**config.mk**
```make
export PLATFORM = sky130hd
export DESIGN_NAME = servant_uart_tx_flat
export DESIGN_NICKNAME = d
export VERILOG_FILES = /design/src/rtl/servant_uart_tx_if.sv /design/src/rtl/servant_uart_tx.sv /design/src/flat_wrapper.sv
export SDC_FILE = /design/constraint.sdc
export NUM_CORES = 1
export LEC_CHECK = 0
export ABC_AREA = 1
export CAP_MARGIN = 20
export CORE_ASPECT_RATIO = 0.5
export CORE_MARGIN = 1
export CORE_UTILIZATION = 25
export CTS_CLUSTER_DIAMETER = 150
export DETAILED_ROUTE_END_ITERATION = 10
export GPL_ROUTABILITY_DRIVEN = 0
export SLEW_MARGIN = 0
export SYNTH_ARGS = -nofsm -noshare
export SYNTH_HDL_FRONTEND = slang
export SYNTH_SLANG_ARGS = --single-unit
```
**constraint.sdc**
```tcl
create_clock -name i_clk -period 2.9 [get_ports i_clk]
set_input_delay 0.435 -clock i_clk [delete_from_list [all_inputs] [get_ports i_clk]]
set_output_delay 0.435 -clock i_clk [all_outputs]
set_load 0.01 [all_outputs]
```
**src/rtl/servant_uart_tx_if.sv**
```systemverilog
// Wishbone slave bundle between the servant ext bus and the UART transmitter.
// The master drives the request side, and the slave returns the read data and the acknowledge.
interface servant_uart_tx_if;
    logic [1:0]  adr;
    logic [31:0] dat;
    logic [3:0]  sel;
    logic        we;
    logic        cyc;
    logic [31:0] rdt;
    logic        ack;

    modport master (output adr, dat, sel, we, cyc, input rdt, ack);
    modport slave  (input adr, dat, sel, we, cyc, output rdt, ack);
endinterface

```
**src/rtl/servant_uart_tx.sv**
```systemverilog
// Wishbone UART transmitter: byte FIFO feeding an 8N1 serialiser with a programmable baud divider.
// The interrupt is raised when the transmitter has fully drained.
//
// state | meaning
// IDLE  | line high, waiting for a queued byte
// START | start bit (low) for div cycles
// DATA  | eight data bits, LSB first, div cycles each
// STOP  | stop bit (high) for div cycles, then chain or idle
module servant_uart_tx #(
    parameter logic [15:0] DEFAULT_DIV = 16'd868,
    parameter int          FIFO_DEPTH  = 8
) (
    input  logic               i_clk,
    input  logic               i_rst_n,
    servant_uart_tx_if.slave   wb,
    output logic               o_tx,
    output logic               o_irq
);
    localparam int AW = $clog2(FIFO_DEPTH);
    localparam int LW = AW + 1;

    typedef enum logic [1:0] {IDLE, START, DATA, STOP} state_t;

    state_t         state, state_nx;
    logic [15:0]    cnt, cnt_nx;
    logic [2:0]     bit_idx, bit_nx;
    logic [7:0]     shift, shift_nx;
    logic [15:0]    div_lat, div_lat_nx;
    logic           tx_q, tx_nx;
    logic           pop;

    logic [15:0]    div;
    logic           irq_en;
    logic           overflow;
    logic [7:0]     mem [FIFO_DEPTH];
    logic [AW-1:0]  wr_ptr, rd_ptr;
    logic [LW-1:0]  count;

    logic           access, wr, push_req, push_ok, full, empty;
    logic [15:0]    div_eff;
    logic [31:0]    status, rd_val;
    logic           unused_ok;

    assign access   = wb.cyc & ~wb.ack;
    assign wr       = access & wb.we;
    assign push_req = wr & (wb.adr == 2'd0) & wb.sel[0];
    assign full     = (count == LW'(FIFO_DEPTH));
    assign empty    = (count == '0);
    // A pop on the same edge frees a slot, so a push into a full FIFO still lands.
    assign push_ok  = push_req & (~full | pop);
    assign div_eff  = (div == 16'd0) ? 16'd1 : div;
    assign unused_ok = &{1'b0, wb.dat[31:16], wb.sel[3:2]};

    always_comb begin
        status = '0;
        status[0] = (state != IDLE);
        status[1] = full;
        status[2] = empty;
        status[3] = overflow;
        status[8 +: LW] = count;
    end

    always_comb begin
        rd_val = '0;
        case (wb.adr)
            2'd1:    rd_val = status;
            2'd2:    rd_val = {16'd0, div};
            2'd3:    rd_val = {31'd0, irq_en};
            default: rd_val = '0;
        endcase
    end

    always_ff @(posedge i_clk or negedge i_rst_n) begin
        if (!i_rst_n) begin
            wb.ack   <= 1'b0;
            wb.rdt   <= '0;
            div      <= DEFAULT_DIV;
            irq_en   <= 1'b0;
            overflow <= 1'b0;
        end else begin
            wb.ack <= access;
            wb.rdt <= access ? rd_val : 32'd0;
            if (wr && wb.adr == 2'd2) begin
                if (wb.sel[0]) div[7:0]  <= wb.dat[7:0];
                if (wb.sel[1]) div[15:8] <= wb.dat[15:8];
            end
            if (wr && wb.adr == 2'd3 && wb.sel[0]) irq_en <= wb.dat[0];
            if (wr && wb.adr == 2'd1)
                overflow <= 1'b0;
            else if (push_req && !push_ok)
                overflow <= 1'b1;
        end
    end

    always_ff @(posedge i_clk) begin
        if (push_ok) mem[wr_ptr] <= wb.dat[7:0];
    end

    always_ff @(posedge i_clk or negedge i_rst_n) begin
        if (!i_rst_n) begin
            wr_ptr <= '0;
            rd_ptr <= '0;
            count  <= '0;
        end else begin
            if (push_ok) wr_ptr <= wr_ptr + 1'b1;
            if (pop)     rd_ptr <= rd_ptr + 1'b1;
            case ({push_ok, pop})
                2'b10:   count <= count + 1'b1;
                2'b01:   count <= count - 1'b1;
                default: count <= count;
            endcase
        end
    end

    always_comb begin
        state_nx   = state;
        cnt_nx     = cnt;
        bit_nx     = bit_idx;
        shift_nx   = shift;
        div_lat_nx = div_lat;
        tx_nx      = tx_q;
        pop        = 1'b0;
        case (state)
            IDLE: begin
                if (!empty) begin
                    pop        = 1'b1;
                    shift_nx   = mem[rd_ptr];
                    div_lat_nx = div_eff;
                    cnt_nx     = div_eff - 16'd1;
                    tx_nx      = 1'b0;
                    state_nx   = START;
                end
            end
            START: begin
                if (cnt == 16'd0) begin
                    state_nx = DATA;
                    bit_nx   = 3'd0;
                    tx_nx    = shift[0];
                    shift_nx = {1'b0, shift[7:1]};
                    cnt_nx   = div_lat - 16'd1;
                end else begin
                    cnt_nx = cnt - 16'd1;
                end
            end
            DATA: begin
                if (cnt == 16'd0) begin
                    cnt_nx = div_lat - 16'd1;
                    if (bit_idx == 3'd7) begin
                        state_nx = STOP;
                        tx_nx    = 1'b1;
                    end else begin
                        bit_nx   = bit_idx + 3'd1;
                        tx_nx    = shift[0];
                        shift_nx = {1'b0, shift[7:1]};
                    end
                end else begin
                    cnt_nx = cnt - 16'd1;
                end
            end
            STOP: begin
                if (cnt != 16'd0) begin
                    cnt_nx = cnt - 16'd1;
                end else if (!empty) begin
                    // Chain straight into the next start bit with no idle gap.
                    pop        = 1'b1;
                    shift_nx   = mem[rd_ptr];
                    div_lat_nx = div_eff;
                    cnt_nx     = div_eff - 16'd1;
                    tx_nx      = 1'b0;
                    state_nx   = START;
                end else begin
                    state_nx = IDLE;
                end
            end
            default: state_nx = IDLE;
        endcase
    end

    always_ff @(posedge i_clk or negedge i_rst_n) begin
        if (!i_rst_n) begin
            state   <= IDLE;
            cnt     <= '0;
            bit_idx <= '0;
            shift   <= '0;
            div_lat <= 16'd1;
            tx_q    <= 1'b1;
            o_irq   <= 1'b0;
        end else begin
            state   <= state_nx;
            cnt     <= cnt_nx;
            bit_idx <= bit_nx;
            shift   <= shift_nx;
            div_lat <= div_lat_nx;
            tx_q    <= tx_nx;
            o_irq   <= irq_en & empty & (state == IDLE);
        end
    end

    assign o_tx = tx_q;
endmodule

```
**src/flat_wrapper.sv**
```systemverilog
// flat-port wrapper written by rule: the top's interface ports become plain ports
module servant_uart_tx_flat 
#(
    parameter logic [15:0] DEFAULT_DIV = 16'd868,
    parameter int          FIFO_DEPTH  = 8
)
  (i_clk, i_rst_n, o_tx, o_irq, wb_adr, wb_dat, wb_sel, wb_we, wb_cyc, wb_rdt, wb_ack);
  servant_uart_tx_if wb_i ();
  input  logic i_clk;
  input  logic i_rst_n;
  output logic o_tx;
  output logic o_irq;
  input wire logic [$bits(wb_i.adr)-1:0] wb_adr;
  input wire logic [$bits(wb_i.dat)-1:0] wb_dat;
  input wire logic [$bits(wb_i.sel)-1:0] wb_sel;
  input wire logic [$bits(wb_i.we)-1:0] wb_we;
  input wire logic [$bits(wb_i.cyc)-1:0] wb_cyc;
  output wire logic [$bits(wb_i.rdt)-1:0] wb_rdt;
  output wire logic [$bits(wb_i.ack)-1:0] wb_ack;
  assign wb_i.adr = wb_adr;
  assign wb_i.dat = wb_dat;
  assign wb_i.sel = wb_sel;
  assign wb_i.we = wb_we;
  assign wb_i.cyc = wb_cyc;
  assign wb_rdt = wb_i.rdt;
  assign wb_ack = wb_i.ack;
  servant_uart_tx #(.DEFAULT_DIV(DEFAULT_DIV), .FIFO_DEPTH(FIFO_DEPTH)) u_core (.i_clk(i_clk), .i_rst_n(i_rst_n), .wb(wb_i), .o_tx(o_tx), .o_irq(o_irq));
endmodule
```
==> out/results.ini, run 1 <==
[global_route]
grt_pass1_wl_um=32800
antenna_found_initial=0
grt-ovfl-total=0
grt_max_degree=51
grt_pass1_vias=6355
track_usage=0.129

[logic_synthesis]
yosysSeqAreaShare=0.535
ys_seq_elements=156
syn_avg_cell_area_um2=8.83
syn_inst=896
async_reset_ff_frac=0.590
synth_area_um2=7910
yosys-top-cells-area=dfrtp_1 27%, edfxtp_1 24%, nand2_1 9.4%, o21ai_0 6.3%, nor2_1 4.6%
yosys.area.top_type=dfrtp_1
synth_edf_count=64
synth_top_family_by_area=simple AND/OR/NAND/NOR gates
synth_ff_type=dfrtp_1
yosys_warnings=0
yosysTopAreaCellShare=0.269
synth_fa_ha_area_frac=0.0247
yosysUniqueCellTypes=46
synth_mux_area_frac=0
synth-xor-area-share=0.0277
synth-compound-area-share=0.126
synth-simple-area-share=0.216

[timing]
drv_slew=0
rsz0062_at_grt=false
final.setup.worst_slack_ns=0.305
maxSlewHeadroom=0.528
tns_ns=0
max_freq_ghz=0.385
final.period_utilization=0.895
finalHoldViolCount=0
period_minus_slack_ns=2.59
fin_skew_ns=0.0122
worstMarginPinSlew_ns=0.702
setup_viol=0

[clock_network]
clk_pin_slew_ns=0.07
clock_path_buffers=2
cts-root-buf=clkbuf_16
cts_hold_buf=0
cts_max_level=4
tritoncts=built
clock_sinks=156
cts_buffers=17
post_cts_resized=0
post_cts_buffers=0
clock_latency_ns=0.43

[critical_path]
cp-start-kind=register
critPathMaxFanout=5
cpPeakStageDelay_ns=0.42
worstSetupEndpointType=register
critPathKind=reg2reg
crit_path_frequent_cell=nand2_1
worstPathArrival_ns=2.91
required_ns=3.22
cp_slowest_cell=dfrtp_1
crit_chain=nor2_1 -> nand3_1 -> nor2_1 -> nand2_1 -> nand2_1 -> inv_1 -> ha_1 -> nand3_1 -> nor2_1 -> nand2_1 -> xor2_1 -> nand2_1 -> nand3_1 -> nand3_1 -> nand2_1 -> nand2_1

[outcome]
status=finished, final reports clean

[place]
port_buffers=42
place_ws_ns=0.194
detailed_place_hpwl_um=13900

[finish]
drive_gt1_frac=0.0961
final_cell_mix=198 x nand2_1, 100 x o21ai_0, 96 x nor2_1
fin_nets=1012
area_growth_pct=20.1
final_common_cell=nand2_1
n_antenna_cell=0

[floorplan]
die_h_um=128
std_cell_rows=45
io_pins=77
die_w_um=254
core_area_um2=30700
dieArea_um2=32400
start_util=0.257

[power_and_ir_drop]
peakVddDrop_mv=0.556
power_density_nw_per_um2=1020
p_leak_nw=3.92

[job]
cap_violations=0

[detailed_routing]
ant_nets=0
drt_iter0_markers=417
drc=0
viasPerCell=4.54
firstDrtPassIters=7
totalWireLength_um=19700
vias=6319
routedWlPerCell_um=14.2

[worst_hold_path]
hold_class=in2async

## state kept, by name, summed over array words and instances (netlist names), 4 cells and up
name,flops
u_core.div_lat,16
u_core.count,4
u_core.cnt,16
u_core.mem,64
u_core.wb.rdt,16
u_core.div,16
u_core.shift,8
## worst max-delay path: cells and delay by family, from the launching register on
family	cells	cell delay (ns)
buffers and inverters	1	0.09
DFF	1	0.42
and+or+nand+nor	13	1.60
adders and majority gates	1	0.22
xor gates and xnor gates	1	0.14
## cells by family (layout without fill, tap and decap cells)
family / count (synthesis) / count (layout)
buffers and inverters: 127 / 184
adders and majority gates: 15 / 15
xor gates and xnor gates: 25 / 25
AOI/OAI and AO/OA: 175 / 175
DFF: 156 / 156
and+or+nand+nor: 397 / 397
other: 1 / 16
## report_power, final
| group | leakage, nW | switching (W) | internal, W |
|---|---|---|---|
| combinational | 1.91 | 0.00263 | 0.00137 |
| sequential | 1.71 | 0.000528 | 0.00281 |
| clock | 0.307 | 0.00109 | 0.00126 |
| total | 3.92 | 0.00425 | 0.00544 |
## worst paths after layout
| check | start | endpoint | slack, ns | depth (start not counted) |
|---|---|---|---|---|
| max | u_core.div[12] | u_core.cnt[14] | 0.31 | 16 |
| min | i_rst_n | u_core.count[0] | 0.03 | 1 |
| max reg2reg | u_core.div[12] | u_core.cnt[14] | 0.31 | 16 |
| min reg2reg | u_core.shift[2] | u_core.shift[2] | 0.49 | 2 |
| max in group asynchronous | i_rst_n | u_core.o_tx | 2.13 | 2 |
| min in group i_clk | u_core.shift[2] | u_core.shift[2] | 0.49 | 2 |
## cell usage after synthesis, types with 2 or more instances
| cell type | instances |
|---|---|
| nand3_2 | 3 |
| clkbuf_1 | 17 |
| buf_2 | 5 |
| buf_4 | 16 |
| nor2_4 | 4 |
| dfrtp_1 | 85 |
| nor2_2 | 6 |
| clkinv_1 | 2 |
| or2_2 | 2 |
| nor3_1 | 24 |
| nand2_2 | 5 |
| edfxtp_1 | 64 |
| nand2_1 | 198 |
| nand2_4 | 2 |
| a21oi_1 | 21 |
| nand4_1 | 8 |
| dfstp_2 | 7 |
| xnor2_1 | 7 |
| o21ai_0 | 100 |
| o221ai_1 | 7 |
| nor2_1 | 96 |
| o21bai_1 | 2 |
| ha_1 | 14 |
| o21ai_2 | 2 |
| nand3b_1 | 2 |
| o211ai_1 | 15 |
| o22ai_1 | 16 |
| xor2_1 | 18 |
| o21ai_1 | 4 |
| a31oi_1 | 2 |
| nor4_1 | 3 |
| nand3_1 | 42 |
| inv_1 | 82 |
| inv_2 | 3 |
## layout make-up
cell class                      instances  area [µm²]
Sequential cell                       156        4230
Multi-Input combinational cell        628        3180
Clock inverter                         15         200
Inverter                               87         327
Tap cell                              423         529
Fill cell                            3182       21200
Timing Repair Buffer                   65         603
Clock buffer                           17         425
## stage by stage
| step | hold slack [ns] | cell area, µm² | utilization | std cells | power, W |
|---|---|---|---|---|---|
| detailed placement | 0.472 | 8880 | 0.289 | 1359 | 0.00737 |
| CTS | 0.0410 | 9500 | 0.309 | 1391 | 0.00972 |
| floorplan | 0.139 | 7970 | - | 911 | 0.00619 |
| global route | 0.0773 | 9500 | 0.309 | 1391 | 0.0104 |
| global placement | 0.464 | 8880 | 0.289 | 1359 | 0.00725 |
| finish | 0.0342 | 9500 | 0.309 | 1391 | 0.00969 |
## layer usage
layer / part of all wire / track usage
met1: 0.46 / 0.162
met2: 0.49 / 0.224
met3: 0.040 / 0.0183
met4: 0.014 / 0.0485
met5: 0 / 0
(Power assumes the default switching activity.)
==> run 2: changes to the inputs <==
--- a/config.mk
+++ b/config.mk
@@ -8,7 +8,7 @@
 export ABC_AREA = 1
 export CAP_MARGIN = 20
 export CORE_ASPECT_RATIO = 0.5
-export CORE_MARGIN = 1
+export CORE_MARGIN = 8
 export CORE_UTILIZATION = 25
 export CTS_CLUSTER_DIAMETER = 150
 export DETAILED_ROUTE_END_ITERATION = 10
==> run 2 against run 1 <==
Against the previous run: sequential power about the same; total power fell by 0.47%; final area is essentially flat; critical endpoint unchanged; largest cell class unchanged; largest power group unchanged; highest routed layer unchanged.
==> out/results.ini, run 2 (synthesized netlist as in run 1, its figures left out) <==
[floorplan]
dieArea_um2=37900  ; was 32400 µm²
io_pins=77  ; unchanged
std_cell_rows=46  ; was 45
die_w_um=268  ; was 254 µm
core_area_um2=31400  ; was 30700 µm²
die_h_um=142  ; was 128 µm
start_util=0.252  ; was 0.257

[timing]
period_minus_slack_ns=2.59  ; about the same
final.setup.worst_slack_ns=0.308  ; was 0.305 ns
max_freq_ghz=0.386  ; was 0.385 GHz
drv_slew=0  ; unchanged
setup_viol=0  ; unchanged
rsz0062_at_grt=false  ; unchanged
maxSlewHeadroom=0.384  ; was 0.528
final.period_utilization=0.894  ; was 0.895
finalHoldViolCount=0  ; unchanged
tns_ns=0  ; unchanged
worstMarginPinSlew_ns=0.923  ; was 0.702 ns
fin_skew_ns=0.0132  ; was 0.0122 ns

[global_route]
grt_pass1_wl_um=33100  ; was 32800 µm
grt_max_degree=49  ; was 51
grt_pass1_vias=6226  ; was 6355
grt-ovfl-total=0  ; unchanged
antenna_found_initial=0  ; unchanged
track_usage=0.108  ; was 0.129

[power_and_ir_drop]
peakVddDrop_mv=0.613  ; was 0.556 mV
total_power_w=0.00964  ; was 0.00969 W
p_leak_nw=3.91  ; was 3.92 nW
power_density_nw_per_um2=1010  ; was 1020 nW/µm²

[finish]
drive_gt1_frac=0.0951  ; was 0.0961
area_growth_pct=20.1  ; about the same
fin_area_um2=9500  ; about the same
top_register=u_core.mem  ; unchanged
n_antenna_cell=0  ; unchanged
fin_nets=1011  ; was 1012
final_cells=1399  ; was 1391
largest_reg_flops=64  ; unchanged
final_common_cell=nand2_1  ; unchanged
final_cell_mix=198 x nand2_1, 100 x o21ai_0, 96 x nor2_1  ; unchanged

[critical_path]
cp-start-kind=register  ; unchanged
required_ns=3.22  ; about the same
crit_chain=nor2_1 -> nand2_1 -> nor3_1 -> nand2_1 -> nand2_1 -> inv_1 -> ha_1 -> nand3_1 -> nor2_1 -> nand2_1 -> xor2_1 -> nand2_1 -> nand3_1 -> nand3_1 -> nand2_1 -> nand2_1  ; was nor2_1 -> nand3_1 -> nor2_1 -> nand2_1 -> nand2_1 -> inv_1 -> ha_1 -> nand3_1 -> nor2_1 -> nand2_1 -> xor2_1 -> nand2_1 -> nand3_1 -> nand3_1 -> nand2_1 -> nand2_1
cpPeakStageDelay_ns=0.43  ; was 0.42 ns
critPathMaxFanout=4  ; was 5
cp_slowest_cell=dfrtp_1  ; unchanged
worstPathArrival_ns=2.92  ; was 2.91 ns
crit_path_frequent_cell=nand2_1  ; unchanged
reg2reg_slack_ns=0.31  ; about the same
worstSetupEndpointType=register  ; unchanged
critPathKind=reg2reg  ; unchanged

[place]
dp_cells=1367  ; was 1359
place_ws_ns=0.263  ; was 0.194 ns
port_buffers=42  ; unchanged
detailed_place_hpwl_um=14400  ; was 13900 µm
postPlaceCellArea_um2=8880  ; about the same

[outcome]
status=finished, final reports clean  ; unchanged

[clock_network]
cts_hold_buf=0  ; unchanged
clock_sinks=156  ; unchanged
tritoncts=built  ; unchanged
post_cts_resized=0  ; unchanged
clock_path_buffers=2  ; unchanged
clock_latency_ns=0.44  ; was 0.43 ns
cts_buffers=17  ; unchanged
clk_pin_slew_ns=0.07  ; about the same
post_cts_buffers=0  ; unchanged
cts-root-buf=clkbuf_16  ; unchanged
cts_max_level=4  ; unchanged

[detailed_routing]
firstDrtPassIters=5  ; was 7
ant_nets=0  ; unchanged
totalWireLength_um=20000  ; was 19700 µm
viasPerCell=4.55  ; was 4.54
drc=0  ; unchanged
drt_iter0_markers=468  ; was 417
routedWlPerCell_um=14.3  ; was 14.2 µm
vias=6367  ; was 6319

[worst_hold_path]
hold_class=in2async  ; unchanged

[job]
cap_violations=0  ; unchanged

## run 2: cell types whose count changed in the layout (fill, tap and decap cells not counted)
| cell | delta |
|---|---|
| bufinv_16 | -1 |
| clkinv_8 | +2 |
| inv_12 | +2 |
| buf_4 | -1 |
| inv_8 | -4 |
| inv_6 | +2 |
| clkinv_4 | -1 |
## run 2: worst max-delay path, delay by kind of cell, from the launching register on
kind | cells | cell delay [ns]
flip-flops | 1 | 0.43
buffers and inverters | 1 | 0.10
XOR/XNOR | 1 | 0.21
adder cells (fa/ha/maj) | 1 | 0.23
AND/OR/NAND/NOR | 13 | 1.50
## run 2: per-stage QoR
| step | hold WS (ns) | utilization |
|---|---|---|
| 2_1_floorplan | 0.139 | - |
| 3_3_place_gp | 0.469 | 0.283 |
| 3_5_place_dp | 0.475 | 0.283 |
| 4_1_cts | 0.0371 | 0.302 |
| 5_1_grt | 0.0589 | 0.302 |
| 6_report | 0.0224 | 0.302 |
## run 2: path summary, 6_finish.rpt
path,cells after the start,from,endpoint
max in group asynchronous,2,i_rst_n,u_core.div[8]
max reg2reg,16,u_core.div[7],u_core.cnt[14]
min,1,i_rst_n,u_core.count[2]
min reg2reg,2,u_core.shift[2],u_core.shift[2]
min in group i_clk,2,u_core.shift[2],u_core.shift[2]
max,16,u_core.div[7],u_core.cnt[14]
## run 2: layer usage
layer	GRT usage	wire [µm]
met4	0.0346	266
met2	0.183	9800
met1	0.139	9170
met3	0.0200	805
met5	0	0
## run 2: cell type report
cell class / instances / area (µm²)
flip-flops and latches: 156 / 4230
clock inverters: 15 / 199
clock buffers: 17 / 425
fillers: 3288 / 21900
well taps: 432 / 541
repair buffers: 64 / 596
inverters: 87 / 327
multi-input cells: 628 / 3180
## run 2: report_power, final
part           internal (W)  switching [W]  leakage (nW)  total (W)
Combinational       0.00136        0.00265          1.90    0.00401
Sequential          0.00281       0.000526          1.71    0.00333
Clock               0.00119        0.00111         0.302    0.00230
==> run 3: changes to the inputs <==
--- a/config.mk
+++ b/config.mk
@@ -10,9 +10,10 @@
 export CORE_ASPECT_RATIO = 0.5
 export CORE_MARGIN = 8
 export CORE_UTILIZATION = 25
-export CTS_CLUSTER_DIAMETER = 150
+export CTS_CLUSTER_DIAMETER = 100
 export DETAILED_ROUTE_END_ITERATION = 10
 export GPL_ROUTABILITY_DRIVEN = 0
+export PLACE_DENSITY = 0.51
 export SLEW_MARGIN = 0
 export SYNTH_ARGS = -nofsm -noshare
 export SYNTH_HDL_FRONTEND = slang
==> run 3 against run 2 <==
Against the previous run: register-to-register slack worse by 0.04 ns; global-route usage up 0.50 points; core utilization up 0.080 points; largest cell class unchanged.
==> out/results.ini, run 3 (synthesized netlist as in run 1, its figures left out) <==
[timing]
period_minus_slack_ns=2.63  ; was 2.59 ns
rsz0062_at_grt=false  ; unchanged
tns_ns=0  ; unchanged
hold-worst-slack_ns=0.0320  ; was 0.0224 ns
final.setup.worst_slack_ns=0.266  ; was 0.308 ns
fin_skew_ns=0.0161  ; was 0.0132 ns
max_freq_ghz=0.380  ; was 0.386 GHz
drv_slew=0  ; unchanged
maxSlewHeadroom=0.359  ; was 0.384
setup_viol=0  ; unchanged
finalHoldViolCount=0  ; unchanged
worstMarginPinSlew_ns=0.961  ; was 0.923 ns
final.period_utilization=0.908  ; was 0.894

[finish]
n_antenna_cell=0  ; unchanged
drive_gt1_frac=0.0990  ; was 0.0951
fin_nets=1014  ; was 1011
largest_reg_flops=64  ; unchanged
final_cell_mix=198 x nand2_1, 100 x o21ai_0, 95 x nor2_1  ; was 198 x nand2_1, 100 x o21ai_0, 96 x nor2_1
area_growth_pct=20.4  ; was 20.1%
fillers=3337  ; was 3288
final_common_cell=nand2_1  ; unchanged
regArea_um2=4230  ; unchanged
top_register=u_core.mem  ; unchanged
multi_input_area_um2=3190  ; was 3180 µm²

[power_and_ir_drop]
switching_share=0.445  ; was 0.444
switchingPower_w=0.00431  ; was 0.00428 W
p_leak_nw=3.93  ; was 3.91 nW
p_comb_frac=0.416  ; about the same
power_frac_seq=0.344  ; was 0.346
peakVddDrop_mv=0.457  ; was 0.613 mV
power.share.clock=0.240  ; was 0.238
power_density_nw_per_um2=1020  ; was 1010 nW/µm²
p_int_w=0.00537  ; was 0.00536 W

[critical_path]
critPathKind=reg2reg  ; unchanged
cp_slowest_cell=dfrtp_1  ; unchanged
cpPeakStageDelay_ns=0.42  ; was 0.43 ns
worstPathArrival_ns=2.96  ; was 2.92 ns
critPathMaxFanout=4  ; unchanged
cp-start-kind=register  ; unchanged
crit_chain=nor2_1 -> nand2_1 -> nor3_1 -> nand2_1 -> nand2_1 -> inv_1 -> ha_1 -> nand3_1 -> nor2_1 -> nand2_1 -> xor2_1 -> nand2_1 -> nand3_1 -> nand3_1 -> nand2_1 -> nand2_1  ; unchanged
crit_family=simple AND/OR/NAND/NOR gates  ; unchanged
required_ns=3.22  ; about the same
worst-path-buf-inv=1  ; unchanged
crit_path_frequent_cell=nand2_1  ; unchanged
worstSetupEndpointType=register  ; unchanged

[detailed_routing]
firstDrtPassIters=5  ; unchanged
viasPerCell=4.48  ; was 4.55
vias=6277  ; was 6367
totalWireLength_um=20900  ; was 20000 µm
drc=0  ; unchanged
drt_iter0_markers=444  ; was 468
routedWlPerCell_um=14.9  ; was 14.3 µm
ant_nets=0  ; unchanged

[global_route]
grt-ovfl-total=0  ; unchanged
grt_max_degree=49  ; unchanged
antenna_found_initial=0  ; unchanged
track_usage=0.113  ; was 0.108
grt_pass1_wl_um=34200  ; was 33100 µm
grt_pass1_vias=6246  ; was 6226

[floorplan]
io_pins=77  ; unchanged
die_h_um=142  ; unchanged
core_area_um2=31400  ; unchanged
dieArea_um2=37900  ; unchanged
start_util=0.252  ; unchanged
std_cell_rows=46  ; unchanged
die_w_um=268  ; unchanged

[clock_network]
cts-root-buf=clkbuf_16  ; unchanged
tritoncts=built  ; unchanged
clock_sinks=156  ; unchanged
cts_max_level=4  ; unchanged
clock_latency_ns=0.44  ; about the same
clock_path_buffers=2  ; unchanged
cts_hold_buf=0  ; unchanged
cts_buffers=17  ; unchanged
clk_pin_slew_ns=0.07  ; about the same

[place]
place_ws_ns=0.211  ; was 0.263 ns
detailed_place_hpwl_um=14900  ; was 14400 µm
port_buffers=42  ; unchanged

[outcome]
status=finished, final reports clean  ; unchanged

[job]
cap_violations=0  ; unchanged

[worst_hold_path]
hold_class=in2async  ; unchanged

run 3: metal layers:
layer  part of all wire  GRT usage  wire length [µm]  up-vias
met4              0.014     0.0329               297        0
met5                  0          0                 0        -
met3              0.037     0.0197               774       24
met1               0.47      0.146              9750     3029
met2               0.48      0.193             10100      124
li1                   -          -                 -     3100
run 3: path summary, 6_finish.rpt:
| check | start | endpoint | slack (ns) | cells past startpoint |
|---|---|---|---|---|
| setup / recovery | u_core.div[7] | u_core.cnt[14] | 0.27 | 16 |
| hold / removal | i_rst_n | u_core.count[1] | 0.03 | 1 |
| setup reg to reg | u_core.div[7] | u_core.cnt[14] | 0.27 | 16 |
| hold reg to reg | u_core.shift[4] | u_core.shift[4] | 0.49 | 2 |
| max in group asynchronous | i_rst_n | u_core.div[8] | 2.13 | 2 |
| min in group i_clk | u_core.shift[4] | u_core.shift[4] | 0.49 | 2 |
run 3: layout make-up:
type	count	share of cell area
sequential	156	0.444
multi-input combinational	628	0.334
timing repair buffer	67	0.0649
tap	432	0.0567
clock buffer	17	0.0446
inverter	87	0.0343
clock inverter	15	0.0209
run 3: power by group through the flow:
stage	combinational (W)	clock [W]	sequential, W
6_report	0.00403	0.00233	0.00333
5_1_grt	0.00460	0.00246	0.00341
4_1_cts	0.00406	0.00238	0.00332
3_5_place_dp	0.00403	0	0.00336
3_3_place_gp	0.00398	0	0.00335
2_1_floorplan	0.00299	0	0.00320
run 3: through the flow:
step	cells	power, W	cell area [µm²]	utilization
after floorplan	911	0.00619	7970	-
after global routing	1402	0.0105	9530	0.303
final	1402	0.00968	9530	0.303
after CTS	1402	0.00976	9530	0.303
after detailed placement	1370	0.00739	8900	0.283
after global placement	1370	0.00733	8900	0.283
run 3: timing repair:
item,CTS,global route
endpoints found under the hold margin,0,0
gates resized for setup,0,1
buffers inserted,0,0
setup endpoints to repair,0,1
